===== config.mk =====
export PLATFORM = sky130hd
export DESIGN_NAME = mem_lsu_buffered
export DESIGN_NICKNAME = d
export VERILOG_FILES = /design/src/rtl/lsu_pkg.sv /design/src/rtl/lsu_store_buffer.sv /design/src/rtl/mem_lsu_buffered.sv
export SDC_FILE = /design/constraint.sdc
export NUM_CORES = 1
export LEC_CHECK = 0
export CORE_MARGIN = 2
export CORE_UTILIZATION = 50
export DETAILED_ROUTE_END_ITERATION = 8
export PLACE_DENSITY = 0.75
export SLEW_MARGIN = 20
export SYNTH_ARGS = -nofsm -noshare
export SYNTH_HDL_FRONTEND = slang
export SYNTH_SLANG_ARGS = --single-unit

===== constraint.sdc =====
create_clock -name clk_in -period 8.5 [get_ports clk_in]
set_clock_uncertainty 0.15 [all_clocks]
set_input_delay 1.275 -clock clk_in [delete_from_list [all_inputs] [get_ports clk_in]]
set_output_delay 1.275 -clock clk_in [all_outputs]
set_load 0.05 [all_outputs]

===== src/rtl/lsu_pkg.sv =====
// Shared definitions for the buffered load/store unit.
//   - access size encodings (SZ_B / SZ_H / SZ_W)
//   - FSM state enum
//   - mc_len_of:   size encoding -> byte count for the memory controller
//   - load_extend: right-justified read data -> sign/zero-extended result
//   - store_mask:  rs2 value -> right-justified data with unused bytes cleared
package lsu_pkg;

  localparam logic [1:0] SZ_B = 2'd0;
  localparam logic [1:0] SZ_H = 2'd1;
  localparam logic [1:0] SZ_W = 2'd2;

  typedef enum logic [1:0] {
    IDLE    = 2'd0,
    LD_WAIT = 2'd1,
    ST_WAIT = 2'd2,
    LD_DONE = 2'd3
  } lsu_state_e;

  // The reserved size code 3 is treated as a word access.
  function automatic logic [2:0] mc_len_of(input logic [1:0] size);
    case (size)
      SZ_B:    return 3'd1;
      SZ_H:    return 3'd2;
      default: return 3'd4;
    endcase
  endfunction

  function automatic logic [31:0] load_extend(input logic [31:0] rdata,
                                              input logic [1:0]  size,
                                              input logic        is_unsigned);
    case (size)
      SZ_B:    return is_unsigned ? {24'h0, rdata[7:0]}
                                  : {{24{rdata[7]}}, rdata[7:0]};
      SZ_H:    return is_unsigned ? {16'h0, rdata[15:0]}
                                  : {{16{rdata[15]}}, rdata[15:0]};
      default: return rdata;
    endcase
  endfunction

  function automatic logic [31:0] store_mask(input logic [31:0] data,
                                             input logic [1:0]  size);
    case (size)
      SZ_B:    return {24'h0, data[7:0]};
      SZ_H:    return {16'h0, data[15:0]};
      default: return data;
    endcase
  endfunction

endpackage


===== src/rtl/lsu_store_buffer.sv =====
// Circular store FIFO with a parallel word-address probe.
// Ports:
//   clk_in, rst_in          clock, async active-low reset
//   push, push_*            enqueue {addr, data, len} at tail (caller ensures !full)
//   pop                     drop the head entry (caller ensures count>0)
//   probe_word              word address (byte address >> 2) to compare
//   head_addr/data/len      oldest entry
//   count, full             occupancy
//   conflict                some valid entry shares probe_word
module lsu_store_buffer #(
  parameter int ADDR_W   = 32,
  parameter int XLEN     = 32,
  parameter int SB_DEPTH = 4
) (
  input  logic                      clk_in,
  input  logic                      rst_in,
  input  logic                      push,
  input  logic                      pop,
  input  logic [ADDR_W-1:0]         push_addr,
  input  logic [XLEN-1:0]           push_data,
  input  logic [2:0]                push_len,
  input  logic [ADDR_W-3:0]         probe_word,
  output logic [ADDR_W-1:0]         head_addr,
  output logic [XLEN-1:0]           head_data,
  output logic [2:0]                head_len,
  output logic [$clog2(SB_DEPTH):0] count,
  output logic                      full,
  output logic                      conflict
);

  localparam int PW = $clog2(SB_DEPTH);

  logic [ADDR_W-1:0] addr_q [SB_DEPTH];
  logic [XLEN-1:0]   data_q [SB_DEPTH];
  logic [2:0]        len_q  [SB_DEPTH];
  logic [PW-1:0]     head_q, tail_q;
  logic [PW:0]       count_q;
  logic [SB_DEPTH-1:0] valid_vec;

  always_ff @(posedge clk_in or negedge rst_in) begin
    if (!rst_in) begin
      head_q  <= '0;
      tail_q  <= '0;
      count_q <= '0;
      for (int i = 0; i < SB_DEPTH; i++) begin
        addr_q[i] <= '0;
        data_q[i] <= '0;
        len_q[i]  <= '0;
      end
    end else begin
      if (push) begin
        addr_q[tail_q] <= push_addr;
        data_q[tail_q] <= push_data;
        len_q[tail_q]  <= push_len;
        tail_q         <= tail_q + 1'b1;
      end
      if (pop) head_q <= head_q + 1'b1;
      case ({push, pop})
        2'b10:   count_q <= count_q + 1'b1;
        2'b01:   count_q <= count_q - 1'b1;
        default: count_q <= count_q;
      endcase
    end
  end

  // An entry is live when its distance from head is below the occupancy.
  always_comb begin
    valid_vec = '0;
    conflict  = 1'b0;
    for (int i = 0; i < SB_DEPTH; i++) begin
      valid_vec[i] = ({1'b0, PW'(i) - head_q} < count_q);
      if (valid_vec[i] && (addr_q[i][ADDR_W-1:2] == probe_word)) conflict = 1'b1;
    end
  end

  assign head_addr = addr_q[head_q];
  assign head_data = data_q[head_q];
  assign head_len  = len_q[head_q];
  assign count     = count_q;
  assign full      = (count_q == (PW+1)'(SB_DEPTH));

endmodule


===== src/rtl/mem_lsu_buffered.sv =====
// Memory-access stage between ex_mem and mem_wb. Stores are posted into a
// store buffer and drained in the background; loads run through a
// registered FSM and are extended to XLEN before writeback.
// Ports:
//   clk_in, rst_in         clock, async active-low reset
//   in_*                   instruction held in ex_mem
//   wb_*                   writeback towards mem_wb
//   fwd_*                  bypass towards ID (quiet while stalled)
//   stall_out, sb_empty    pipeline stall, store buffer drained
//   mc_*                   memory controller request/response
//
// state   | meaning
// IDLE    | no access in flight; issue a load, else drain the store head
// LD_WAIT | read request issued, waiting for mc_done
// ST_WAIT | head store issued, waiting for mc_done to pop it
// LD_DONE | load result registered; presented on wb_* this cycle
module mem_lsu_buffered
  import lsu_pkg::*;
#(
  parameter int XLEN     = 32,
  parameter int ADDR_W   = 32,
  parameter int REG_AW   = 5,
  parameter int SB_DEPTH = 4
) (
  input  logic              clk_in,
  input  logic              rst_in,
  input  logic              in_valid,
  input  logic [REG_AW-1:0] in_rd_addr,
  input  logic [XLEN-1:0]   in_rd_data,
  input  logic              in_rd_we,
  input  logic              in_load,
  input  logic              in_store,
  input  logic [1:0]        in_size,
  input  logic              in_unsigned,
  input  logic [ADDR_W-1:0] in_addr,
  input  logic [XLEN-1:0]   in_store_data,
  output logic [REG_AW-1:0] wb_rd_addr,
  output logic [XLEN-1:0]   wb_rd_data,
  output logic              wb_we,
  output logic              fwd_valid,
  output logic [REG_AW-1:0] fwd_addr,
  output logic [XLEN-1:0]   fwd_data,
  output logic              stall_out,
  output logic              sb_empty,
  output logic              mc_req,
  output logic              mc_we,
  output logic [ADDR_W-1:0] mc_addr,
  output logic [XLEN-1:0]   mc_wdata,
  output logic [2:0]        mc_len,
  input  logic              mc_busy,
  input  logic              mc_done,
  input  logic [XLEN-1:0]   mc_rdata
);

  localparam int CW = $clog2(SB_DEPTH) + 1;

  lsu_state_e        state_q, state_d;
  logic              is_load, is_store;
  logic              sb_push, sb_pop, sb_full, sb_conflict;
  logic [CW-1:0]     sb_count;
  logic [ADDR_W-1:0] sb_head_addr;
  logic [XLEN-1:0]   sb_head_data;
  logic [2:0]        sb_head_len;
  logic              issue_ld, issue_st, ld_capture;
  logic [XLEN-1:0]   load_result_q;
  logic [1:0]        ld_size_q;
  logic              ld_uns_q;

  assign is_load  = in_valid & in_load;
  assign is_store = in_valid & in_store & ~in_load;
  assign sb_push  = is_store & ~sb_full;

  lsu_store_buffer #(
    .ADDR_W  (ADDR_W),
    .XLEN    (XLEN),
    .SB_DEPTH(SB_DEPTH)
  ) u_sb (
    .clk_in    (clk_in),
    .rst_in    (rst_in),
    .push      (sb_push),
    .pop       (sb_pop),
    .push_addr (in_addr),
    .push_data (store_mask(in_store_data, in_size)),
    .push_len  (mc_len_of(in_size)),
    .probe_word(in_addr[ADDR_W-1:2]),
    .head_addr (sb_head_addr),
    .head_data (sb_head_data),
    .head_len  (sb_head_len),
    .count     (sb_count),
    .full      (sb_full),
    .conflict  (sb_conflict)
  );

  // A load holds the pipe until its result is on wb_*; a store only when
  // the buffer is full, even if a pop happens the same cycle.
  always_comb begin
    stall_out = 1'b0;
    if (is_load)       stall_out = (state_q != LD_DONE);
    else if (is_store) stall_out = sb_full;
  end

  always_ff @(posedge clk_in or negedge rst_in) begin
    if (!rst_in) state_q <= IDLE;
    else         state_q <= state_d;
  end

  always_comb begin
    state_d    = state_q;
    issue_ld   = 1'b0;
    issue_st   = 1'b0;
    ld_capture = 1'b0;
    sb_pop     = 1'b0;
    case (state_q)
      IDLE: begin
        if (is_load && !sb_conflict && !mc_busy) begin
          issue_ld = 1'b1;
          state_d  = LD_WAIT;
        end else if ((sb_count != '0) && !mc_busy) begin
          issue_st = 1'b1;
          state_d  = ST_WAIT;
        end
      end
      LD_WAIT: if (mc_done) begin
        ld_capture = 1'b1;
        state_d    = LD_DONE;
      end
      ST_WAIT: if (mc_done) begin
        sb_pop  = 1'b1;
        state_d = IDLE;
      end
      LD_DONE: state_d = IDLE;
      default: state_d = IDLE;
    endcase
  end

  // Load size/sign are latched at issue so the extension does not depend on
  // ex_mem staying stable through the wait.
  always_ff @(posedge clk_in or negedge rst_in) begin
    if (!rst_in) begin
      mc_req        <= 1'b0;
      mc_we         <= 1'b0;
      mc_addr       <= '0;
      mc_wdata      <= '0;
      mc_len        <= '0;
      ld_size_q     <= '0;
      ld_uns_q      <= 1'b0;
      load_result_q <= '0;
    end else begin
      mc_req <= issue_ld | issue_st;
      if (issue_ld) begin
        mc_we     <= 1'b0;
        mc_addr   <= in_addr;
        mc_wdata  <= '0;
        mc_len    <= mc_len_of(in_size);
        ld_size_q <= in_size;
        ld_uns_q  <= in_unsigned;
      end else if (issue_st) begin
        mc_we    <= 1'b1;
        mc_addr  <= sb_head_addr;
        mc_wdata <= sb_head_data;
        mc_len   <= sb_head_len;
      end
      if (ld_capture) load_result_q <= load_extend(mc_rdata, ld_size_q, ld_uns_q);
    end
  end

  // Nothing is written back for a stalled or absent instruction.
  always_comb begin
    wb_rd_addr = '0;
    wb_rd_data = '0;
    wb_we      = 1'b0;
    if (in_valid && !stall_out) begin
      wb_rd_addr = in_rd_addr;
      wb_rd_data = (state_q == LD_DONE && in_load) ? load_result_q : in_rd_data;
      wb_we      = in_rd_we;
    end
  end

  assign fwd_valid = wb_we;
  assign fwd_addr  = wb_rd_addr;
  assign fwd_data  = wb_rd_data;
  assign sb_empty  = (sb_count == '0);

endmodule


After elaboration in Yosys (flattened, before gate mapping)
Cells that the tools add are included.
{"block": "word_totals", "register_bits": 381, "in_bits": 144, "elab_cells": 138}
{"block": "op_classes", "add_sub_neg": 8, "n_lt_le_gt_ge": 7, "n_eq_ne": 16, "n_mux": 53, "bitwise": 9, "n_reduce_logical": 21}
{"cell": "two-way mux 32 bit", "n": 13}
{"cell": "bitwise mux 128 bit", "n": 2}
{"cell": "binary-select mux 32 bit (select 2 bit)", "n": 2}
{"cell": "case mux 32 bit (2 select lines)", "n": 2}
{"cell": "== test 30 bit", "n": 4}
{"cell": "demux 32 bit (select 2 bit)", "n": 1}
{"cell": "two-way mux 1 bit", "n": 17}
{"cell": "two-way mux 3 bit", "n": 5}
{"cell": "bitwise mux 12 bit", "n": 1}
{"cell": "less-than comparator 2 x 3 -> 1 bit", "n": 4}
{"cell": "case mux 3 bit (2 select lines)", "n": 2}
{"cell": "logical AND 1 bit", "n": 10}
{"cell": "== test 2 x 1 -> 1 bit, second input constant", "n": 4}
{"cell": "two-way mux 2 bit", "n": 4}
{"cell": "case mux 2 bit (4 select lines)", "n": 1}
{"cell": "binary-select mux 3 bit (select 2 bit)", "n": 1}
{"cell": "demux 3 bit (select 2 bit)", "n": 1}
{"cell": "== test 2 bit, second input constant", "n": 3}
{"cell": ">= comparator 3 bit, second input constant", "n": 2}
{"cell": "zero test 2 bit", "n": 3}
{"cell": "!= test 2 bit, second input constant", "n": 3}
{"cell": "NOT 2 -> 3 bit", "n": 2}
{"cell": "two-way mux 5 bit", "n": 1}
{"cell": "adder 2 x 1 -> 2 bit, second input constant", "n": 2}
{"cell": "other kinds (15)", "n": 24}

Depth between registers and ports, before layout
{"block": "logic_depth", "depth_word": 14, "depth_mapped": 16, "ltp_nobuf": 10}

Hierarchy
A second synthesis with hierarchy kept.
{"block": "unflattened", "cells_unflattened": 1413, "hier_area_um2": 18704.2}
{"module": "lsu_store_buffer", "instances": 1, "cells_each": 862, "area_each_um2": 13256.5, "seq_area_each_um2": 6881.6}
{"module": "mem_lsu_buffered", "instances": 1, "cells_each": 551, "area_each_um2": 5447.7, "seq_area_each_um2": 2652.5}

Least setup slack after synthesis
No wires, ideal clock.
{"block": "synth_path", "kind": "input port to output port", "from": "in in_load", "to": "out wb_rd_data[10]", "arrival_time_ns": 3.346, "path_slack_ns": 3.729, "stages": 6, "path_buffers": 2, "cell_sequence": "a21boi_0 > o21ai_0 > nand2_1 > clkbuf_1 > a21oi_1 > buf_4"}
{"block": "synth_via", "elab_chain_cells": 7}
{"item": "start, declared", "line": "mem_lsu_buffered.sv:31", "text": "input logic in_load,"}
{"item": "NOT 1 bit", "line": "mem_lsu_buffered.sv:70", "text": "assign is_store = in_valid & in_store & ~in_load;"}
{"item": "AND 1 bit", "line": "mem_lsu_buffered.sv:70"}
{"item": "two-way mux 1 bit", "line": "mem_lsu_buffered.sv:99", "text": "else if (is_store) stall_out = sb_full;"}
{"item": "two-way mux 1 bit", "line": "mem_lsu_buffered.sv:98", "text": "if (is_load) stall_out = (state_q != LD_DONE);"}
{"item": "zero test 1 bit", "line": "mem_lsu_buffered.sv:172", "text": "if (in_valid && !stall_out) begin"}
{"item": "logical AND 1 bit", "line": "mem_lsu_buffered.sv:172"}
{"item": "two-way mux 32 bit (*)", "line": "mem_lsu_buffered.sv:172"}
{"item": "end, declared", "line": "mem_lsu_buffered.sv:38", "text": "output logic [XLEN-1:0] wb_rd_data,"}
Mark *: on every way between the ends. The rest lies on a longest branch, timed or not.

Worst setup path after layout
{"block": "layout_path", "from": "in in_load", "to": "out wb_rd_data[7]"}
Same word-level chain as after synthesis.

==> impl_metrics.json <==
{
  "synth.area.top_cells": "dfrtp_1 52%, mux2_2 11%, mux4_2 8.2%, xnor2_1 5.5%, nand2_1 4.5%",
  "first_global_vias": 13100,
  "antenna_violating_nets_post_route": 0,
  "io_pins": 291,
  "numPlacedInstances": 2145,
  "core_ar_um2": 36400,
  "global_route.usage.met3": 0.0569,
  "post_synth_instance_area_um2": 18400,
  "grt_max_degree": 146,
  "worst_slew_margin_rel": 0.291,
  "cts_buf_count": 41,
  "final-instance-count-excl-fill": 2219,
  "netlist.area_leader.share": 0.519,
  "critical_path_peak_fanout": 32,
  "postCtsResizedCells": 0,
  "rsz0062_at_grt": "no",
  "synth_edf_count": 0,
  "groute.layer.met2.usage": 0.421,
  "layout-area-overhead-vs-synth_pct": 22.2,
  "antenna_found_initial": 4,
  "clkLatencyLatePin_ps": 540,
  "routedWlPerCell_um": 22.4,
  "postSynthRegisterBits": 381,
  "cts_tree": "done",
  "detailroute.via_count": 12900,
  "drt-pass1-iter-count": 4,
  "highest_attainable_clock_frequency_ghz": 0.160,
  "hpwl_mm": 32.6,
  "critical_path.endpoint_type": "primary output",
  "power_per_cell_area_nw_per_um2": 372,
  "layout.cells.most_common": "dfrtp_1",
  "commonest_non_fill_non_tap_cells_in_the_layout": "379 x dfrtp_1, 289 x clkdlybuf4s50_1, 214 x nand2_1",
  "synthFlopType": "dfrtp_1",
  "startpoint_class": "input port",
  "holdCritPathClass": "flop to flop",
  "worstMarginPinSlew_ps": 1060,
  "detail_route.iter0.violations": 768,
  "grt_use_total": 0.259,
  "h-tree-depth": 2,
  "io_buffer_count": 290,
  "placement_rows": 70,
  "top_cell_type_by_total_area_after_synthesis": "dfrtp_1",
  "gp_congestion": 0.917,
  "design.final.nets": 1874,
  "status": "complete, no violations",
  "total_congestion_overflow": 0,
  "final-setup-viol-count": 0,
  "wirelength_mm": 49.8,
  "final_critical_path_time_including_i_o_delays_and_setup_ps": 6230,
  "p_leak_nw": 9.61,
  "finalHoldViolCount": 0,
  "fin_crit_sh": 0.733,
  "drc_errors": 0,
  "slew_viol_final": 0,
  "ctsLongestPathBuffers": 3,
  "path_clk_slew_ps": 50,
  "synth_cell_type_count": 40,
  "final_layout_size_suffix_gt1_frac": 0.187,
  "fp.dieW_um": 196,
  "avgSynthCellArea_um2": 11.9,
  "ys.warnings.count": 0,
  "drv.max_cap_violation_count": 0,
  "design.die.area_um2": 38300,
  "global_route_wire_length_before_repair_mm": 76.7,
  "criticalPathCategory": "input port to primary output",
  "cts.root.buffer_cell": "clkbuf_16",
  "cts.hold.buffers_added": 0,
  "setup_tns_ps": 0,
  "ys_seq_area_frac": 0.519,
  "ir_worst_vdd_uv": 215,
  "top_usage_layer": "met2",
  "initial_utilization": 0.504,
  "synthesis.instances": 1546,
  "tritoncts_num_sinks": 381,
  "use_met1": 0.343,
  "chipHeight_um": 196,
  "cts_post_setup_buffers_inserted": 0,
  "mappedNetlistNets": 1700,
  "crit_required_ps": 7070,
  "routed_via_density": 5.84,
  "asyncSetResetFlopFracSynth": 1.00,
  "arrival_time_of_the_worst_setup_path_ps": 4810
}
## critical path: stages
cell	delay, ps
clkdlybuf4s50_1	520
a21boi_0	170
o21ai_0	520
nand2_1	770
a21oi_1	640
clkdlybuf4s50_1	900
## routing by layer
metal / share of wire / up-vias
li1: - / 5789
met1: 0.42 / 6571
met2: 0.47 / 478
met3: 0.071 / 106
met4: 0.040 / 4
met5: 0.00054 / -
## power by group
group	leakage (nW)	internal (mW)	switching (mW)	total, mW
Clock	0.636	1.02	0.722	1.74
Sequential	4.81	2.64	0.669	3.31
Combinational	4.17	1.59	1.72	3.31
Total	9.61	5.24	3.11	8.36
## area by class of cell
cell class / count / area (µm²)
inverters: 16 / 60.1
fillers: 2857 / 14000
clock inverters: 10 / 129
well taps: 468 / 586
clock buffers: 63 / 1180
repair buffers: 302 / 3020
diodes: 1 / 2.50
multi-input cells: 978 / 7930
flip-flops and latches: 381 / 9540
## logic make-up after synthesis
group / share of synthesized area
AND/OR/NAND/NOR: 0.0831
flip-flops: 0.519
XOR/XNOR: 0.0605
adder cells (fa/ha/maj): 0.00722
buffers and inverters: 0.0519
AO/OA/AOI/OAI: 0.0883
multiplexers: 0.190
## sequential cells by signal, summed over array words and instances, names as in the netlist, 2 cells and up
signal         cells
u_sb.tail_q        2
u_sb.addr_q      128
ld_size_q          2
u_sb.len_q        12
state_q            2
u_sb.count         3
load_result_q     32
mc_len             3
u_sb.head_q        2
mc_wdata          32
u_sb.data_q      128
mc_addr           32
## synthesized netlist by cell type, types with 2 or more instances
master     count
nand2_1      218
o21ai_0      115
nor2_1        33
buf_2         51
buf_6          5
dfrtp_1      381
nor4_1         6
nor3_1         7
and3_1        40
xnor2_1      115
ha_1           9
nor3b_1        2
nand4_1       25
xor2_1        12
nand3_1        5
and2_1         2
inv_1         16
o2111ai_1      5
mux4_2        67
mux2_2       175
a22o_1        32
a21oi_1       51
clkbuf_1      75
buf_4         40
a31oi_1        8
or2_2          2
nand2b_1       2
a221o_1       35
## path summary, 6_finish.rpt
kind / endpoint / cells past startpoint / from / slack [ps]
max reg2reg: mc_addr[26] / 12 / u_sb.head_q[1] / 3420
min: u_sb.data_q[9] / 2 / u_sb.data_q[9] / 320
max in group asynchronous: u_sb.head_q[0] / 2 / rst_in / 6250
min in group asynchronous: mc_wdata[20] / 1 / rst_in / 630
max: wb_rd_data[7] / 6 / in_load / 2270
min reg2reg: u_sb.data_q[9] / 2 / u_sb.data_q[9] / 320
## stage by stage
stage / cell area, µm² / hold slack (ps) / setup WS, ps / utilization / power [mW]
2_1_floorplan: 18400 / 295 / 3730 / - / 5.57
3_3_place_gp: 21100 / 306 / 2400 / 0.580 / 6.50
3_5_place_dp: 21100 / 315 / 2300 / 0.580 / 6.63
4_1_cts: 22400 / 328 / 2290 / 0.616 / 8.40
5_1_grt: 22500 / 350 / 2000 / 0.616 / 8.81
6_report: 22500 / 323 / 2270 / 0.616 / 8.36
Power figures use the tool's default switching activity.
